`src/rtl/key_light_ctrl_pkg.sv`:
```
// Shared constants, types and object placement for the key/light controller.
package key_light_ctrl_pkg;

  // Top-level game state encodings that count as play stages.
  localparam logic [3:0] STAGE1 = 4'd2;
  localparam logic [3:0] STAGE2 = 4'd4;
  localparam logic [3:0] STAGE3 = 4'd6;

  // Side length of the key and switch squares, half-res pixels.
  localparam int unsigned OBJ_SIZE = 10;

  // Light switch square, only live in STAGE2.
  localparam logic [8:0] SWITCH_X = 9'd70;
  localparam logic [8:0] SWITCH_Y = 9'd220;

  typedef enum logic [1:0] {
    ST_IDLE,
    ST_HUNT,
    ST_GRAB,
    ST_DONE
  } kl_state_e;

  typedef struct packed {
    logic [8:0] x;
    logic [8:0] y;
  } obj_pos_t;

  function automatic logic is_stage(input logic [3:0] s);
    return (s == STAGE1) || (s == STAGE2) || (s == STAGE3);
  endfunction

  // Top-left corner of key idx in the given stage. Index 3 (all keys held)
  // and non-stage states have no key; the origin is returned and the FSM
  // never acts on it in those cases.
  function automatic obj_pos_t key_pos(input logic [3:0] stage, input logic [1:0] idx);
    obj_pos_t p;
    p = '{x: 9'd0, y: 9'd0};
    case (stage)
      STAGE1: begin
        case (idx)
          2'd0:    p = '{x: 9'd70,  y: 9'd40};
          2'd1:    p = '{x: 9'd250, y: 9'd40};
          2'd2:    p = '{x: 9'd215, y: 9'd220};
          default: p = '{x: 9'd0,   y: 9'd0};
        endcase
      end
      STAGE2: begin
        case (idx)
          2'd0:    p = '{x: 9'd130, y: 9'd40};
          2'd1:    p = '{x: 9'd220, y: 9'd70};
          2'd2:    p = '{x: 9'd215, y: 9'd130};
          default: p = '{x: 9'd0,   y: 9'd0};
        endcase
      end
      STAGE3: begin
        case (idx)
          2'd0:    p = '{x: 9'd230, y: 9'd40};
          2'd1:    p = '{x: 9'd100, y: 9'd110};
          2'd2:    p = '{x: 9'd160, y: 9'd160};
          default: p = '{x: 9'd0,   y: 9'd0};
        endcase
      end
      default: p = '{x: 9'd0, y: 9'd0};
    endcase
    return p;
  endfunction

endpackage

```
`src/rtl/key_light_ctrl_if.sv`:
```
// Player/renderer-facing signal bundle of the key/light controller.
interface key_light_ctrl_if;

  logic [3:0] state;       // top-level game state
  logic       frame_tick;  // one-cycle pulse per frame
  logic [8:0] player_x;    // player hitbox top-left x
  logic [8:0] player_y;    // player hitbox top-left y
  logic       light_btn;   // debounced one-cycle press
  logic [1:0] key_find;    // next key to collect, 3 = all held
  logic       isDark;      // STAGE2 light-off flag
  logic       key_pulse;   // one cycle per collected key
  logic       all_keys;    // level while every key is held

  // Game side: drives player/frame inputs, observes key/light status.
  modport master (
    output state, frame_tick, player_x, player_y, light_btn,
    input  key_find, isDark, key_pulse, all_keys
  );

  // Controller side.
  modport slave (
    input  state, frame_tick, player_x, player_y, light_btn,
    output key_find, isDark, key_pulse, all_keys
  );

endinterface

```
`src/rtl/key_light_ctrl_rect_overlap.sv`:
```
// Combinational axis-aligned hitbox test: player rectangle vs object square.
module key_light_ctrl_rect_overlap #(
  parameter int unsigned PLAYER_W = 16,
  parameter int unsigned PLAYER_H = 16,
  parameter int unsigned OBJ_SIZE = 10
) (
  input  logic [8:0] px_i,
  input  logic [8:0] py_i,
  input  logic [8:0] ox_i,
  input  logic [8:0] oy_i,
  output logic       hit_o
);

  // One extra bit keeps coordinate + size sums from wrapping (max 319+16).
  logic [9:0] px, py, ox, oy;

  assign px = {1'b0, px_i};
  assign py = {1'b0, py_i};
  assign ox = {1'b0, ox_i};
  assign oy = {1'b0, oy_i};

  // Strict inequalities: rectangles that merely touch on an edge do not hit.
  assign hit_o = (px < ox + 10'(OBJ_SIZE)) &&
                 (px + 10'(PLAYER_W) > ox) &&
                 (py < oy + 10'(OBJ_SIZE)) &&
                 (py + 10'(PLAYER_H) > oy);

endmodule

```
`src/rtl/key_light_ctrl.sv`:
```
// Key collection sequencer and STAGE2 light switch.
module key_light_ctrl
  import key_light_ctrl_pkg::*;
#(
  parameter int unsigned PLAYER_W       = 16,
  parameter int unsigned PLAYER_H       = 16,
  parameter int unsigned LIGHT_COOLDOWN = 30
) (
  input  logic             clk,
  input  logic             rst,
  key_light_ctrl_if.slave  bus
);

  localparam int unsigned  CD_W    = $clog2(LIGHT_COOLDOWN + 1);
  localparam logic [CD_W-1:0] CD_LOAD = CD_W'(LIGHT_COOLDOWN);

  kl_state_e       fsm_q, fsm_d;
  logic [3:0]      stage_q;            // registered copy of bus.state
  logic [1:0]      key_find_q, key_find_d;
  logic            is_dark_q, is_dark_d;
  logic [CD_W-1:0] cooldown_q, cooldown_d;
  logic            pending_q, pending_d;

  logic            stage_change;
  logic            key_hit;
  logic            switch_hit;
  logic            key_allowed;
  logic            switch_live;
  logic            btn_seen;
  obj_pos_t        key_xy;

  assign stage_change = (bus.state != stage_q);
  assign key_xy       = key_pos(stage_q, key_find_q);

  // The first STAGE2 key only shows with the lights on; the check uses the
  // registered flag so a toggle on the same frame cannot unlock it early.
  assign key_allowed  = !((stage_q == STAGE2) && (key_find_q == 2'd0) && is_dark_q);
  assign switch_live  = (stage_q == STAGE2) && (fsm_q != ST_IDLE);
  assign btn_seen     = pending_q | bus.light_btn;

  key_light_ctrl_rect_overlap #(
    .PLAYER_W (PLAYER_W),
    .PLAYER_H (PLAYER_H),
    .OBJ_SIZE (OBJ_SIZE)
  ) u_key_hit (
    .px_i  (bus.player_x),
    .py_i  (bus.player_y),
    .ox_i  (key_xy.x),
    .oy_i  (key_xy.y),
    .hit_o (key_hit)
  );

  key_light_ctrl_rect_overlap #(
    .PLAYER_W (PLAYER_W),
    .PLAYER_H (PLAYER_H),
    .OBJ_SIZE (OBJ_SIZE)
  ) u_switch_hit (
    .px_i  (bus.player_x),
    .py_i  (bus.player_y),
    .ox_i  (SWITCH_X),
    .oy_i  (SWITCH_Y),
    .hit_o (switch_hit)
  );

  // Next-state logic for the FSM, key counter, light flag and cooldown.
  always_comb begin
    // NOTE: every signal assigned here gets a default first, so no path
    // leaves one unassigned and no latch is inferred.
    fsm_d      = fsm_q;
    key_find_d = key_find_q;
    is_dark_d  = is_dark_q;
    cooldown_d = cooldown_q;
    pending_d  = btn_seen;

    // Light switch: presses are remembered until the next frame evaluates.
    if (bus.frame_tick) begin
      pending_d = 1'b0;
      if (cooldown_q != '0) begin
        cooldown_d = cooldown_q - CD_W'(1);
      end
      if (switch_live && btn_seen && switch_hit && (cooldown_q == '0)) begin
        is_dark_d  = ~is_dark_q;
        cooldown_d = CD_LOAD;
      end
    end

    case (fsm_q)
      ST_IDLE: begin
        if (is_stage(stage_q)) begin
          fsm_d = ST_HUNT;
        end
      end
      ST_HUNT: begin
        // Counter advances on entry to GRAB so the pulse and the new index
        // appear together one cycle after the frame.
        if (bus.frame_tick && key_hit && key_allowed) begin
          fsm_d      = ST_GRAB;
          key_find_d = key_find_q + 2'd1;
        end
      end
      ST_GRAB: begin
        fsm_d = (key_find_q == 2'd3) ? ST_DONE : ST_HUNT;
      end
      ST_DONE: begin
        fsm_d = ST_DONE;
      end
      default: begin
        fsm_d = ST_IDLE;
      end
    endcase

    // A stage change wins over every other event in the same cycle.
    if (stage_change) begin
      fsm_d      = is_stage(bus.state) ? ST_HUNT : ST_IDLE;
      key_find_d = 2'd0;
      is_dark_d  = 1'b0;
      cooldown_d = '0;
      pending_d  = 1'b0;
    end
  end

  // State registers with synchronous reset.
  always_ff @(posedge clk) begin
    // NOTE: sequential state uses non-blocking assignments so every register
    // samples the pre-edge values regardless of statement order.
    if (rst) begin
      fsm_q      <= ST_IDLE;
      stage_q    <= 4'd0;
      key_find_q <= 2'd0;
      is_dark_q  <= 1'b0;
      cooldown_q <= '0;
      pending_q  <= 1'b0;
    end else begin
      fsm_q      <= fsm_d;
      stage_q    <= bus.state;
      key_find_q <= key_find_d;
      is_dark_q  <= is_dark_d;
      cooldown_q <= cooldown_d;
      pending_q  <= pending_d;
    end
  end

  assign bus.key_find  = key_find_q;
  assign bus.isDark    = is_dark_q;
  assign bus.key_pulse = (fsm_q == ST_GRAB);
  assign bus.all_keys  = (fsm_q == ST_DONE);

endmodule
```
`src/flat_wrapper.sv`:
```
// flat-port wrapper written by rule: the top's interface ports become plain ports
module key_light_ctrl_flat import key_light_ctrl_pkg::*;
#(
  parameter int unsigned PLAYER_W       = 16,
  parameter int unsigned PLAYER_H       = 16,
  parameter int unsigned LIGHT_COOLDOWN = 30
)
  (clk, rst, bus_state, bus_frame_tick, bus_player_x, bus_player_y, bus_light_btn, bus_key_find, bus_isDark, bus_key_pulse, bus_all_keys);
  key_light_ctrl_if bus_i ();
  input  logic clk;
  input  logic rst;
  input wire logic [$bits(bus_i.state)-1:0] bus_state;
  input wire logic [$bits(bus_i.frame_tick)-1:0] bus_frame_tick;
  input wire logic [$bits(bus_i.player_x)-1:0] bus_player_x;
  input wire logic [$bits(bus_i.player_y)-1:0] bus_player_y;
  input wire logic [$bits(bus_i.light_btn)-1:0] bus_light_btn;
  output wire logic [$bits(bus_i.key_find)-1:0] bus_key_find;
  output wire logic [$bits(bus_i.isDark)-1:0] bus_isDark;
  output wire logic [$bits(bus_i.key_pulse)-1:0] bus_key_pulse;
  output wire logic [$bits(bus_i.all_keys)-1:0] bus_all_keys;
  assign bus_i.state = bus_state;
  assign bus_i.frame_tick = bus_frame_tick;
  assign bus_i.player_x = bus_player_x;
  assign bus_i.player_y = bus_player_y;
  assign bus_i.light_btn = bus_light_btn;
  assign bus_key_find = bus_i.key_find;
  assign bus_isDark = bus_i.isDark;
  assign bus_key_pulse = bus_i.key_pulse;
  assign bus_all_keys = bus_i.all_keys;
  key_light_ctrl #(.PLAYER_W(PLAYER_W), .PLAYER_H(PLAYER_H), .LIGHT_COOLDOWN(LIGHT_COOLDOWN)) u_core (.clk(clk), .rst(rst), .bus(bus_i));
endmodule
```
`config.mk`:
```
export PLATFORM = sky130hd
export DESIGN_NAME = key_light_ctrl_flat
export DESIGN_NICKNAME = d
export VERILOG_FILES = /design/src/rtl/key_light_ctrl_pkg.sv /design/src/rtl/key_light_ctrl_if.sv /design/src/rtl/key_light_ctrl_rect_overlap.sv /design/src/rtl/key_light_ctrl.sv /design/src/flat_wrapper.sv
export SDC_FILE = /design/constraint.sdc
export NUM_CORES = 1
export LEC_CHECK = 0
export ABC_CLOCK_PERIOD_IN_PS = 3100
export CAP_MARGIN = 15
export CORE_MARGIN = 2
export CORE_UTILIZATION = 52
export CTS_BUF_LIST = sky130_fd_sc_hd__clkbuf_4 sky130_fd_sc_hd__clkbuf_8
export DETAILED_ROUTE_END_ITERATION = 16
export PLACE_DENSITY_LB_ADDON = 0.05
export SYNTH_ARGS = -nofsm -noshare
export SYNTH_HDL_FRONTEND = slang
export SYNTH_SLANG_ARGS = --single-unit
```
`constraint.sdc`:
```
create_clock -name clk -period 3.1 [get_ports clk]
set_clock_uncertainty 0.05 [all_clocks]
set_input_delay 0.93 -clock clk [delete_from_list [all_inputs] [get_ports clk]]
set_output_delay 0.93 -clock clk [all_outputs]
set_load 0.03 [all_outputs]
```
-- Word-level counts from Yosys, hierarchy flattened
Cells that the tools add are included.
- bits in registers: 15
- input bits: 26
- output and inout bits: 5
- logic and storage cells: 80
- $add $sub $neg: 6
- order comparisons: 8
- equal/unequal tests: 15
- muxes and demuxes: 12
- bitwise logic cells: 2
- reduce and logical (&&, ||, !) cells: 31
- operators with widths (operator ; count):
    17-bit one-hot mux with 3 select lines ; 3
    18-bit one-hot mux with 3 select lines ; 1
    9-bit by 4-bit adder with 10-bit output (second input constant) ; 2
    9-bit by 5-bit adder with 10-bit output (second input constant) ; 2
    10-bit by 9-bit greater-than comparator with 1-bit output ; 2
    9-bit by 10-bit < comparator with 1-bit output ; 2
    4-bit by 3-bit == test with 1-bit output (second input constant) ; 4
    1-bit logical AND ; 14
    10-bit by 7-bit greater-than comparator with 1-bit output (second input constant) ; 1
    10-bit by 8-bit greater-than comparator with 1-bit output (second input constant) ; 1
    5-bit two-way mux ; 2
    9-bit by 7-bit < comparator with 1-bit output (second input constant) ; 1
    9-bit by 8-bit < comparator with 1-bit output (second input constant) ; 1
    2-bit == test (second input constant) ; 4
    4-bit by 2-bit == test with 1-bit output (second input constant) ; 2
    2-bit two-way mux ; 4
    2-bit one-hot mux with 4 select lines ; 1
    2-bit AND reduction ; 4
    3-bit by 1-bit inequality test with 1-bit output (second input constant) ; 2
    5-bit zero test ; 1
    5-bit nonzero test ; 1
    5-bit by 1-bit subtractor with 5-bit output (second input constant) ; 1
    2-bit by 1-bit == test with 1-bit output (second input constant) ; 2
    2-bit zero test ; 2
    other kinds (10) ; 14

-- Logic depth before layout (Yosys ltp)
Gate-level depths: netlist (run 1).
- word-level depth: 13
- mapped depth: 16
- gate-level depth less buffers: 16

-- Hierarchy
From an unflattened synthesis (run 1), not the netlist that was laid out.
- cell total of the unflattened synthesis: 440
- area total of the unflattened synthesis: 3410.8 um2
- by module, submodules not included (module ; instances ; cells an instance ; area each (um2) ; seq. area each (um2)):
    key_light_ctrl_rect_overlap at u_core.u_switch_hit ; 1 ; 152 ; 1166.1 ; 0.0
    key_light_ctrl_rect_overlap at u_core.u_key_hit ; 1 ; 152 ; 1161.1 ; 0.0
    key_light_ctrl ; 1 ; 136 ; 1083.5 ; 300.3

-- Least setup slack after synthesis (run 1)
Ideal clock, no wire load.
- kind: register to register
- start: register u_core.key_find_q[0], in the netlist u_core.bus.key_find[0]
- end: register u_core.key_find_q[0], in the netlist u_core.bus.key_find[0]
- library setup time: 70 ps
- data arrival time: 3323 ps
- required time: 2980 ps
- setup slack: -344 ps
- stages on the path, launching flop included: 17
- path buffers: 0
- period minus slack after synthesis: 3444 ps
- cells stage by stage: dfxtp_1 > ha_1 > nor2b_1 > o21ai_0 > mux2_2 > nor2_1 > ha_1 > nor2_1 > o21ai_0 > o21ai_0 > ha_1 > a211o_1 > a21oi_1 > a31o_2 > o221ai_2 > or4_1 > a21oi_1
- cells in the longest elaborated chain, start to end: 11
- elaborated cells on any way between the ends: 23
- those cells by class: add/sub (3); order compare (4); eq/ne (2); mux (4); reduce/logical (10)
- ends and longest elaborated chain (item ; RTL line ; source):
    from (decl) ; key_light_ctrl.sv:19 ; logic [1:0] key_find_q, key_find_d;
    from (signal assigned) ; key_light_ctrl.sv:136 ; key_find_q <= key_find_d;
    2-bit == test, or another cell as far along ; key_light_ctrl_pkg.sv:40, key_light_ctrl_pkg.sv:48, key_light_ctrl_pkg.sv:56 ;
    17-bit one-hot mux with 3 select lines, on equally long branches ; key_light_ctrl_pkg.sv:48, key_light_ctrl_pkg.sv:40, key_light_ctrl_pkg.sv:56 ;
    18-bit one-hot mux with 3 select lines ; key_light_ctrl_pkg.sv:38 ; case (stage)
    9-bit by 4-bit adder with 10-bit output ; key_light_ctrl_rect_overlap.sv:23 ; assign hit_o = (px < ox + 10'(OBJ_SIZE)) &&
    9-bit by 10-bit < comparator with 1-bit output ; key_light_ctrl_rect_overlap.sv:23 ;
    1-bit logical AND ; key_light_ctrl_rect_overlap.sv:23 ;
    1-bit logical AND ; key_light_ctrl_rect_overlap.sv:24 ; (px + 10'(PLAYER_W) > ox) &&
    1-bit logical AND ; key_light_ctrl_rect_overlap.sv:25 ; (py < oy + 10'(OBJ_SIZE)) &&
    1-bit logical AND (2 in series) ; key_light_ctrl.sv:96 ; if (bus.frame_tick && key_hit && key_allowed) begin
    2-bit AND reduction (no line) ; n/a ;
Parallel ways exist; a longest one is shown, timed or not.
A chain may end at the register's enable or synchronous reset.

-- Worst setup path in the final report (run 1)
- start: register u_core.key_find_q[1], in the netlist u_core.bus.key_find[1]
- end: register u_core.key_find_q[0], in the netlist u_core.bus.key_find[0]
- cells in the longest elaborated chain, start to end: 11
- elaborated cells on any way between the ends: 22
- those cells by class: add/sub (2); order compare (4); eq/ne (2); mux (4); reduce/logical (10)
- ends and longest elaborated chain (item ; RTL line):
    2-bit == test, or another cell as far along ; key_light_ctrl_pkg.sv:40, key_light_ctrl_pkg.sv:48, key_light_ctrl_pkg.sv:56
    17-bit one-hot mux with 3 select lines, on equally long branches ; key_light_ctrl_pkg.sv:48, key_light_ctrl_pkg.sv:40, key_light_ctrl_pkg.sv:56
    18-bit one-hot mux with 3 select lines ; key_light_ctrl_pkg.sv:38
    9-bit by 4-bit adder with 10-bit output ; key_light_ctrl_rect_overlap.sv:23
    9-bit by 10-bit < comparator with 1-bit output ; key_light_ctrl_rect_overlap.sv:23
    1-bit logical AND ; key_light_ctrl_rect_overlap.sv:23
    1-bit logical AND ; key_light_ctrl_rect_overlap.sv:24
    1-bit logical AND ; key_light_ctrl_rect_overlap.sv:25
    1-bit logical AND ; key_light_ctrl.sv:96
    1-bit logical AND * ; key_light_ctrl.sv:96
    2-bit AND reduction (no line) * ; n/a
Every way passes the cells marked *; elsewhere a longest branch is shown, timed or not.

==> impl_metrics.json, run 1 <==
{
  "io_pins": 31,
  "hold_class": "reg -> reg",
  "area_growth_pct": 53.5,
  "netlist_instances": 276,
  "period_minus_slack_ns": 3.21,
  "status": "finished with violations",
  "setup_ws_ns": -0.111,
  "final_nets": 448,
  "violations": "setup timing",
  "slew_violations": 0,
  "worst_pin_slew_ns": 0.473,
  "powerDensity_nw_per_um2": 204,
  "synth_area_leader_cell": "ha_1",
  "yosys_warnings": 0,
  "end_kind": "flop",
  "grt_max_degree": 11,
  "cts_tree": "yes",
  "clock-sinks": 15,
  "post-route-drc-count": 0,
  "cp.arrival_ns": 3.34,
  "cap_violations": 0,
  "clk_pin_slew_ns": 0.06,
  "ys_seq_elements": 15,
  "die_h_um": 69,
  "p_leak_nw": 1.42,
  "rsz0062_at_grt": "yes",
  "antenna_left": 0,
  "synth.avg_cell_area_um2": 7.96,
  "path_class": "reg -> reg",
  "htreeDepth": 1,
  "worstSkewPairLatency_ns": 0.25,
  "cts-root-buf": "clkbuf_8",
  "die_area_um2": 4760,
  "globalplace.congestion": 0.856,
  "dieWidth_um": 69,
  "hold_slack_ns": 0.442,
  "start_util_pct": 54.5,
  "ff_latch_area_um2": 308,
  "cp-start-kind": "flop",
  "ctsHoldBuffers": 0,
  "wirelength_mm": 6.88,
  "final_cell_mix": "buf_4 (71), ha_1 (34), clkdlybuf4s50_1 (26)",
  "setup_violations": 2,
  "ys_types": 52,
  "via_per_inst": 5.65,
  "multi_input_area_um2": 2020,
  "seq_area_frac_synth_pct": 13.7,
  "via_count": 2411,
  "synth_fp_nets": 346,
  "grt_overflow_total": 0,
  "grt_pass1_wl_mm": 11.5,
  "async_flop_share_pct": 0,
  "cts_buffers": 3,
  "ir_drop_mv": 0.181,
  "first_global_vias": 2570,
  "max_freq_mhz": 311,
  "synth_edf_count": 0,
  "io_buffer_count": 30,
  "grt_use_total_pct": 29.3,
  "dr.first_iter.drc_count": 111,
  "dp_hpwl_mm": 5.07,
  "relSlewSlack_pct": 68.1,
  "num_rows": 23,
  "ys.flop_type": "dfxtp_1",
  "final_cells": 427,
  "period_share_pct": 104,
  "num_antenna_cells": 0,
  "yosys-top-cells-area": "ha_1 (25%), dfxtp_1 (14%), inv_1 (4.1%)",
  "hold_viol": 0,
  "synth_top_area_share_pct": 25.1,
  "placedCellCount": 417,
  "fillCellCount": 259,
  "cp.required_ns": 3.23,
  "layout_commonest_cell": "buf_4",
  "wl_per_cell_um": 16.1,
  "coreArea_um2": 4030,
  "antenna_found_initial": 0,
  "cts_buffer_depth": 2,
  "synth_area_um2": 2200,
  "firstDrtPassIters": 4,
  "worst-path-max-fanout": 4,
  "drive_above_1_share_pct": 32.6
}
-- repair_timing --
action,in CTS,in global routing
gates resized for setup,32,10
buffers inserted,5,1
pin swaps,23,0
setup endpoints to repair,6,6
-- synthesized netlist by cell type, drive strengths merged (4+ instances only) --
master and instances:
ha 44, nand3 13, a31oi 6, dfxtp 15
a211oi 5, o21a 8, nor2 19, nor2b 9
o31ai 6, or3 5, o21ai 16, nand2 11
xnor2 8, inv 24, clkbuf 4, and3 4
a21oi 16, nand4 5, xor2 6, nand2b 6
-- area by class of cell --
cell class | instances | area share (%)
clock buffer | 3 | 1.22
inverter | 24 | 2.89
clock inverter | 1 | 0.148
timing repair buffer | 102 | 24.9
multi-input combinational | 232 | 59.9
tap | 50 | 1.85
sequential | 15 | 9.12
-- cell families after synthesis --
family          count (synthesis)  synth area share [%]
compound gates                 77                  23.9
xor+xnor                       14                  5.58
fa+ha+maj                      44                  25.1
buf+inv                        29                  5.30
flops                          15                  13.7
mux                             4                  1.94
simple gates                   93                  24.6
-- worst max-delay path, stage by stage (launching register included) --
cell	delay (ns)
dfxtp_4	0.39
buf_6	0.11
ha_4	0.16
buf_4	0.12
nand4b_1	0.18
nand2_2	0.17
ha_4	0.15
inv_1	0.05
a21oi_1	0.18
xor2_1	0.17
ha_1	0.24
o21ai_1	0.15
a21oi_2	0.06
o31a_1	0.31
or4_1	0.51
a21oi_1	0.14
-- per-stage QoR --
step,setup slack [ns],TNS (ns),instance area [µm²],total power [mW],util [%]
global placement,-0.550,-2.77,3090,0.477,76.8
floorplan,-0.0681,-0.0681,2260,0.352,-
global route,-0.244,-0.608,3370,0.730,83.7
CTS,-0.0536,-0.0592,3310,0.667,82.2
detailed placement,-0.655,-3.51,3090,0.484,76.8
finish,-0.111,-0.177,3370,0.688,83.7
-- report_power, final --
group / internal, mW / switching, mW / total, mW
Clock: 0.0891 / 0.0754 / 0.165
Sequential: 0.195 / 0.00505 / 0.200
Combinational: 0.166 / 0.158 / 0.324
-- worst paths after layout --
kind	start	to	slack (ns)	depth (start not counted)
min reg2reg	u_core.cooldown_q[1]$_SDFFE_PP0P_	u_core.cooldown_q[1]$_SDFFE_PP0P_	0.44	2
max reg2reg	u_core.bus.key_find[1]$_SDFFE_PP0P_	u_core.bus.key_find[0]$_SDFFE_PP0P_	-0.11	15
min	u_core.cooldown_q[1]$_SDFFE_PP0P_	u_core.cooldown_q[1]$_SDFFE_PP0P_	0.44	2
max	u_core.bus.key_find[1]$_SDFFE_PP0P_	u_core.bus.key_find[0]$_SDFFE_PP0P_	-0.11	15
-- sequential cells by signal, summed over array words and instances, names as in the netlist --
name / flops
u_core.bus.key_find: 2
u_core.cooldown_q: 5
u_core.bus.isDark: 1
u_core.stage_q: 4
u_core.pending_q: 1
u_core.fsm_q: 2
-- per-layer routing --
layer / GRT usage (%) / part of all wire [%] / up-vias
li1: - / - / 1226
met1: 33.5 / 43 / 1118
met2: 55.2 / 52 / 53
met3: 4.68 / 2.9 / 14
met4: 8.28 / 2.1 / 0
met5: 0 / 0 / -
Power figures use the tool's default switching activity.
==> run 2: changes to the inputs <==
--- a/config.mk
+++ b/config.mk
@@ -11,7 +11,7 @@
 export CORE_UTILIZATION = 52
 export CTS_BUF_LIST = sky130_fd_sc_hd__clkbuf_4 sky130_fd_sc_hd__clkbuf_8
 export DETAILED_ROUTE_END_ITERATION = 16
-export PLACE_DENSITY_LB_ADDON = 0.05
+export PLACE_DENSITY = 0.83
 export SYNTH_ARGS = -nofsm -noshare
 export SYNTH_HDL_FRONTEND = slang
 export SYNTH_SLANG_ARGS = --single-unit
==> impl_metrics.json, run 2 (synthesized netlist as in run 1, its figures left out) <==
{
  "status": "finished with violations",
  "violations": "setup timing",
  "cp.arrival_ns": 3.53,
  "first_global_vias": 2624,
  "regMostFlops": "u_core.cooldown_q",
  "pwr-share-comb_pct": 49.7,
  "switchingPower_mw": 0.267,
  "period_share_pct": 110,
  "dieWidth_um": 69,
  "relSlewSlack_pct": 69.7,
  "cap_violations": 0,
  "start_util_pct": 54.5,
  "dr.first_iter.drc_count": 282,
  "place_ws_ns": -0.629,
  "setup_violations": 4,
  "die_area_um2": 4760,
  "rsz0062_at_grt": "yes",
  "wl_per_cell_um": 20.9,
  "cts_buffer_depth": 2,
  "worst_pin_slew_ns": 0.448,
  "swShare_pct": 36.9,
  "final_cells": 426,
  "drive_above_1_share_pct": 34.0,
  "cp.required_ns": 3.24,
  "max_freq_mhz": 294,
  "via_count": 2797,
  "via_per_inst": 6.57,
  "num_antenna_cells": 0,
  "io_pins": 31,
  "path_class": "in -> reg",
  "grt_max_degree": 13,
  "p_leak_nw": 1.44,
  "ff2ff_path_depth": 12,
  "clock-sinks": 15,
  "p_clk_share_pct": 22.7,
  "grt_use_total_pct": 29.0,
  "dp_hpwl_mm": 5.07,
  "multi_input_area_um2": 2070,
  "final_nets": 447,
  "coreArea_um2": 4030,
  "io_buffer_count": 30,
  "setup_ws_ns": -0.297,
  "largest_reg_flops": 5,
  "cts_buffers": 3,
  "ctsHoldBuffers": 0,
  "hold_depth": 2,
  "grt_overflow_total": 0,
  "cts-root-buf": "clkbuf_8",
  "grt_pass1_wl_mm": 11.6,
  "cp-start-kind": "input port",
  "ff2ff_setup_slack_ns": -0.28,
  "antenna_left": 0,
  "worst-path-max-fanout": 4,
  "antenna_found_initial": 0,
  "pwr-share-seq_pct": 27.7,
  "slew_violations": 0,
  "hold_class": "reg -> reg",
  "placedCellCount": 414,
  "end_kind": "flop",
  "final_cell_mix": "buf_4 (66), ha_1 (35), clkdlybuf4s50_1 (25)",
  "wirelength_mm": 8.89,
  "num_rows": 23,
  "die_h_um": 69,
  "cts_tree": "yes",
  "intPower_mw": 0.457,
  "top_regs": "u_core.cooldown_q x5, u_core.stage_q x4",
  "layout_commonest_cell": "buf_4",
  "firstDrtPassIters": 7,
  "tns_ns": -0.778,
  "powerDensity_nw_per_um2": 211,
  "ir_drop_mv": 0.158,
  "htreeDepth": 1,
  "worstSkewPairLatency_ns": 0.26,
  "fillCellCount": 212,
  "hold_viol": 0,
  "clk_pin_slew_ns": 0.07,
  "area_growth_pct": 55.9,
  "period_minus_slack_ns": 3.40,
  "ff_latch_area_um2": 308,
  "globalplace.congestion": 0.875,
  "post-route-drc-count": 0
}
run 2: cell count changes in the layout (fill, tap and decap cells not counted), sizes merged:
cell / delta
buf: -1
clkdlybuf4s50: -1
dlygate4sd2: +1
run 2: worst max-delay path, stage by stage:
cell	delay [ns]
dlygate4sd2_1	0.27
buf_4	0.17
nand3_1	0.12
xor2_1	0.26
inv_1	0.13
ha_4	0.30
a211oi_1	0.08
o21a_1	0.16
a2111oi_4	0.37
o221ai_2	0.17
or4_4	0.43
a21oi_2	0.14
run 2: final timing paths:
| path | startpoint | end |
|---|---|---|
| setup / recovery | bus_player_y[4] | u_core.bus.key_find[0]$_SDFFE_PP0P_ |
| hold / removal | u_core.cooldown_q[2]$_SDFFE_PP0P_ | u_core.cooldown_q[2]$_SDFFE_PP0P_ |
| hold reg to reg | u_core.cooldown_q[2]$_SDFFE_PP0P_ | u_core.cooldown_q[2]$_SDFFE_PP0P_ |
| setup reg to reg | u_core.bus.key_find[1]$_SDFFE_PP0P_ | u_core.bus.key_find[0]$_SDFFE_PP0P_ |
run 2: layer usage:
metal	track usage, %	vias to the layer above	part of all wire, %
li1	-	1225	-
met1	32.6	1268	36
met2	53.1	225	49
met3	5.12	79	7.7
met4	12.4	0	7.5
met5	0	-	0
run 2: what timing repair did:
action,4_1_cts,5_1_grt
pin swaps,17,6
resized for setup,22,33
setup endpoints to repair,5,8
setup buffers,4,4
endpoints found under the hold margin,0,0
run 2: area by class of cell:
class | instances | share of cell area [%]
clock inverter | 1 | 0.146
sequential | 15 | 8.99
clock buffer | 3 | 1.21
timing repair buffer | 101 | 24.7
multi-input combinational | 232 | 60.4
inverter | 24 | 2.78
tap | 50 | 1.83
run 2: stage by stage:
stage / hold WS [ns] / instance area (µm²) / utilization, % / power [mW]
6_report: 0.461 / 3420 / 85.0 / 0.724
5_1_grt: 0.508 / 3420 / 85.0 / 0.748
4_1_cts: 0.451 / 3240 / 80.5 / 0.659
3_5_place_dp: 0.441 / 3070 / 76.2 / 0.485
3_3_place_gp: 0.415 / 3070 / 76.2 / 0.472
2_1_floorplan: 0.401 / 2260 / - / 0.352
run 2: power by group through the flow:
stage	clock (mW)	combinational [mW]	sequential, mW
floorplan	0	0.150	0.202
global placement	0	0.269	0.203
detailed placement	0	0.282	0.203
CTS	0.159	0.301	0.199
global route	0.169	0.379	0.201
finish	0.164	0.360	0.200
==> run 3: changes to the inputs <==
--- a/config.mk
+++ b/config.mk
@@ -10,6 +10,7 @@
 export CORE_MARGIN = 2
 export CORE_UTILIZATION = 52
 export CTS_BUF_LIST = sky130_fd_sc_hd__clkbuf_4 sky130_fd_sc_hd__clkbuf_8
+export CTS_CLUSTER_DIAMETER = 40
 export DETAILED_ROUTE_END_ITERATION = 16
 export PLACE_DENSITY = 0.83
 export SYNTH_ARGS = -nofsm -noshare
==> results of run 3 <==
The final DEF is identical to that of run 2; final timing and power are the same.
